[src/rtl/bit_serial_subtractor_pkg.sv]
// Shared types and defaults for the bit-serial subtractor.
package bit_serial_pkg;

  typedef enum logic [1:0] {
    IDLE = 2'd0,
    RUN  = 2'd1,
    DONE = 2'd2
  } bss_state_t;

  localparam int BSS_DEFAULT_WIDTH = 8;

endpackage

[src/rtl/bit_serial_subtractor_full_subtractor.sv]
// One-bit full subtractor: x - y - bin, producing a difference bit and a borrow.
module full_subtractor (
  input  logic x,
  input  logic y,
  input  logic bin,
  output logic d,
  output logic bout
);

  assign d    = x ^ y ^ bin;
  assign bout = (~x & y) | (~(x ^ y) & bin);

endmodule

[src/rtl/bit_serial_subtractor.sv]
// Bit-serial two's-complement subtractor, diff = a - b - bin, LSB first,
// one bit per clock through a single full subtractor and a borrow flip-flop.
import bit_serial_pkg::*;

module bit_serial_subtractor #(
  parameter int WIDTH = BSS_DEFAULT_WIDTH
) (
  input  logic             clk,
  input  logic             reset,
  input  logic             start,
  input  logic [WIDTH-1:0] a,
  input  logic [WIDTH-1:0] b,
  input  logic             bin,
  output logic [WIDTH-1:0] diff,
  output logic             bout,
  output logic             ovf,
  output logic             busy,
  output logic             done,
  output bss_state_t       dbg_state
);

  localparam int CNT_W = (WIDTH > 1) ? $clog2(WIDTH) : 1;
  localparam logic [CNT_W-1:0] LAST_BIT = CNT_W'(WIDTH - 1);

  // Handshake: start is sampled only in IDLE; busy is high while bits are
  // processed; done is a one-cycle pulse after the last bit, and diff/bout/ovf
  // stay valid from that pulse until the next accepted start.

  bss_state_t       state_q;
  logic [WIDTH-1:0] a_q;
  logic [WIDTH-1:0] b_q;
  logic [WIDTH-1:0] diff_q;
  logic             br_q;
  logic             sa_q;
  logic             sb_q;
  logic [CNT_W-1:0] cnt_q;
  logic             bout_q;
  logic             ovf_q;
  logic             busy_q;
  logic             done_q;

  logic fs_d;
  logic fs_bout;

  full_subtractor u_fs (
    .x    (a_q[0]),
    .y    (b_q[0]),
    .bin  (br_q),
    .d    (fs_d),
    .bout (fs_bout)
  );

  always_ff @(posedge clk) begin
    if (reset) begin
      state_q <= IDLE;
      a_q     <= '0;
      b_q     <= '0;
      diff_q  <= '0;
      br_q    <= 1'b0;
      sa_q    <= 1'b0;
      sb_q    <= 1'b0;
      cnt_q   <= '0;
      bout_q  <= 1'b0;
      ovf_q   <= 1'b0;
      busy_q  <= 1'b0;
      done_q  <= 1'b0;
    end else begin
      case (state_q)
        IDLE: begin
          if (start) begin
            a_q     <= a;
            b_q     <= b;
            br_q    <= bin;
            sa_q    <= a[WIDTH-1];
            sb_q    <= b[WIDTH-1];
            diff_q  <= '0;
            bout_q  <= 1'b0;
            ovf_q   <= 1'b0;
            cnt_q   <= '0;
            busy_q  <= 1'b1;
            state_q <= RUN;
          end
        end
        RUN: begin
          a_q    <= a_q >> 1;
          b_q    <= b_q >> 1;
          br_q   <= fs_bout;
          diff_q <= {fs_d, diff_q[WIDTH-1:1]};
          if (cnt_q == LAST_BIT) begin
            // fs_d here is the result sign bit; overflow only when operand
            // signs differ and the result sign disagrees with the minuend.
            bout_q  <= fs_bout;
            ovf_q   <= (sa_q != sb_q) & (fs_d != sa_q);
            done_q  <= 1'b1;
            busy_q  <= 1'b0;
            state_q <= DONE;
          end else begin
            cnt_q <= cnt_q + 1'b1;
          end
        end
        DONE: begin
          done_q  <= 1'b0;
          state_q <= IDLE;
        end
        default: state_q <= IDLE;
      endcase
    end
  end

  assign diff      = diff_q;
  assign bout      = bout_q;
  assign ovf       = ovf_q;
  assign busy      = busy_q;
  assign done      = done_q;
  assign dbg_state = state_q;

endmodule
[config.mk]
export PLATFORM = sky130hd
export DESIGN_NAME = bit_serial_subtractor
export DESIGN_NICKNAME = d
export VERILOG_FILES = /design/src/rtl/bit_serial_subtractor_pkg.sv /design/src/rtl/bit_serial_subtractor_full_subtractor.sv /design/src/rtl/bit_serial_subtractor.sv
export SDC_FILE = /design/constraint.sdc
export NUM_CORES = 1
export LEC_CHECK = 0
export BUFFER_PORTS_ARGS = -buffer_cell sky130_fd_sc_hd__buf_2
export CAP_MARGIN = 30
export CORE_MARGIN = 5
export CORE_UTILIZATION = 45
export CTS_BUF_LIST = sky130_fd_sc_hd__clkbuf_8
export DETAILED_ROUTE_END_ITERATION = 12
export PLACE_DENSITY_LB_ADDON = 0.08
export SLEW_MARGIN = 20
export SYNTH_ARGS = -nofsm -noshare
export SYNTH_HDL_FRONTEND = slang
export SYNTH_SLANG_ARGS = --single-unit
[constraint.sdc]
create_clock -name clk -period 4.8 [get_ports clk]
set_clock_uncertainty 0.05 [all_clocks]
set_input_delay 0.24 -clock clk [delete_from_list [all_inputs] [get_ports clk]]
set_output_delay 0.24 -clock clk [all_outputs]
set_load 0.01 [all_outputs]
==> metrics.yaml <==
outcome: "finished, final reports clean"
power.density_nw_per_um2: 340
endpoint_kind: "register"
start_kind: "register"
hpwl_um: 2350
via_per_inst: 5.27
drt_iter0_drc: 93
wl_um: 3540
nets: 234
synth-seq-cells: 36
yosys-top-cells-area: "dfxtp_1 46%, a21oi_1 9.9%, nand2_1 7.9%, a211oi_1 6.2%, nand3_1 3.8%"
hold_viol: 0
synth_top_area_cell: "dfxtp_1"
synth_edf_count: 0
tightest_slew_ps: 712
dr.pass1.iters: 4
worstSetupPathType: "reg2reg"
clkTransAtPathRegs_ps: 70
overflow: 0
layout_common_cells: "36 x dfxtp_1, 33 x nand2_1, 33 x buf_2"
pin_count: 34
dpl_cell_area_um2: 1690
synth_area_um2: 1560
drv_slew: 0
p_leak_nw: 0.748
cp.required_ps: 4970
peakVddDrop_mv: 0.235
yosysTopAreaCellShare_pct: 46.1
syn_inst: 184
fin_total_pwr_w: 0.000607
row_count: 21
holdCritPathClass: "in2reg"
postSynthNetCount: 208
max_freq_mhz: 563
cts_max_level: 2
yosysUniqueCellTypes: 28
max_stage_delay_ps: 540
arrival_ps: 1940
clockBufferDepth: 2
antenna_found_initial: 0
postLayoutCellArea_um2: 1780
period_needed_ps: 1780
yosysSeqAreaShare_pct: 46.1
ctsResizeCount: 0
setup_viol_count_final: 0
coreArea_um2: 3360
drive_above_1_share_pct: 21.9
drc: 0
ant_nets: 0
final_common_cell: "dfxtp_1"
n_fill_cell: 368
cts_hold_buf: 0
initial_core_util_pct: 46.5
dieArea_um2: 4750
cp_slowest_cell: "fa_1"
wl_per_cell_um: 13.8
diodes: 0
drv_cap: 0
gp_congestion: 0.797
grt_use_total_pct: 16.7
r2r_slack_ps: 3020
fin_crit_sh_pct: 37.0
crit_fanout: 3
syn_to_final_growth_pct: 14.0
clock_latency_ps: 290
tns_ps: 0
grt_first_pass_wirelength_um: 5840
cts.sinks: 36
ys_dominant_reg_cell: "dfxtp_1"
cts_buffers: 5
die_w_um: 69.0
post_cts_buffers: 0
grt_max_degree: 37
relSlewSlack_pct: 52.5
first_global_vias: 1301
async_flop_share_pct: 0
rsz0062_at_grt: "false"
root_buffer: "clkbuf_8"
syn-mean-instance-area_um2: 8.50
ys_warn_count: 0
die_y_um: 69.0
port_buffers: 33
path_cells: "inv_1, fa_1, or3b_2, a21o_1, a21oi_1"
cts_tree: "built"
vias: 1349
## logic make-up (layout without fill, tap and decap cells)
family	count (synthesis)	after routing	share of synthesized area, %
and+or+nand+nor	72	72	21.3
adders and majority gates	4	4	3.68
DFF	36	36	46.1
AOI/OAI and AO/OA	53	53	21.8
buffers and inverters	19	45	7.12
## worst max-delay path: cells and delay by family, from the launching register on
kind	cells	cell delay, ps
fa+ha+maj	1	540
buf+inv	1	60
compound gates	2	290
flops	1	310
simple gates	1	460
## synthesized netlist by cell type, types with 3 or more instances
master / count
a211oi_1: 13
buf_2: 5
clkbuf_1: 5
ha_1: 3
inv_1: 3
dfxtp_1: 36
a21oi_1: 31
buf_4: 3
nand3_1: 12
nor3b_1: 3
buf_6: 3
nor2_1: 15
nand2_1: 33
## metrics by stage
stage / std cells / setup WS [ps] / utilization [%] / hold slack, ps
4_1_cts: 255 / 2910 / 52.7 / 138
3_5_place_dp: 248 / 2940 / 50.4 / 407
2_1_floorplan: 184 / 3140 / - / 331
3_3_place_gp: 248 / 3030 / 50.4 / 397
5_1_grt: 256 / 2910 / 53.0 / 142
6_report: 256 / 3020 / 53.0 / 144
## per-layer routing
metal / global-route usage [%] / vias up / routed length [um]
li1: - / 684 / -
met3: 5.19 / 7 / 196
met2: 26.4 / 34 / 1610
met4: 6.57 / 0 / 51
met5: 0 / - / 0
met1: 21.2 / 624 / 1680
## registers in the layout, summed over array words and instances (netlist names)
signal,cells
busy,1
sb_q,1
bout,1
diff,8
br_q,1
b_q,8
done,1
ovf,1
sa_q,1
a_q,8
dbg_state,2
cnt_q,3
## power breakdown
part           switching [W]  internal [W]  total (W)
registers          0.0000105      0.000316   0.000326
clock network       0.000102     0.0000964   0.000198
logic              0.0000504     0.0000318  0.0000822
## worst paths after layout
check,from,end,cells after the start
setup / recovery,br_q$_SDFFE_PP0P_,ovf$_SDFFE_PP0P_,5
hold / removal,a[3],a_q[3]$_SDFFE_PP0P_,3
setup reg to reg,br_q$_SDFFE_PP0P_,ovf$_SDFFE_PP0P_,5
hold reg to reg,a_q[7]$_SDFFE_PP0P_,a_q[7]$_SDFFE_PP0P_,2
## area by class of cell
type,instances,area [um^2],share of cell area (%)
clock buffers,5,68.8,3.86
inverters,3,11.3,0.632
clock inverters,2,8.76,0.491
repair buffers,35,184,10.3
flip-flops and latches,36,721,40.4
well taps,46,57.6,3.23
multi-input cells,129,732,41.1
No activity file was read; power rests on OpenSTA's default activity.
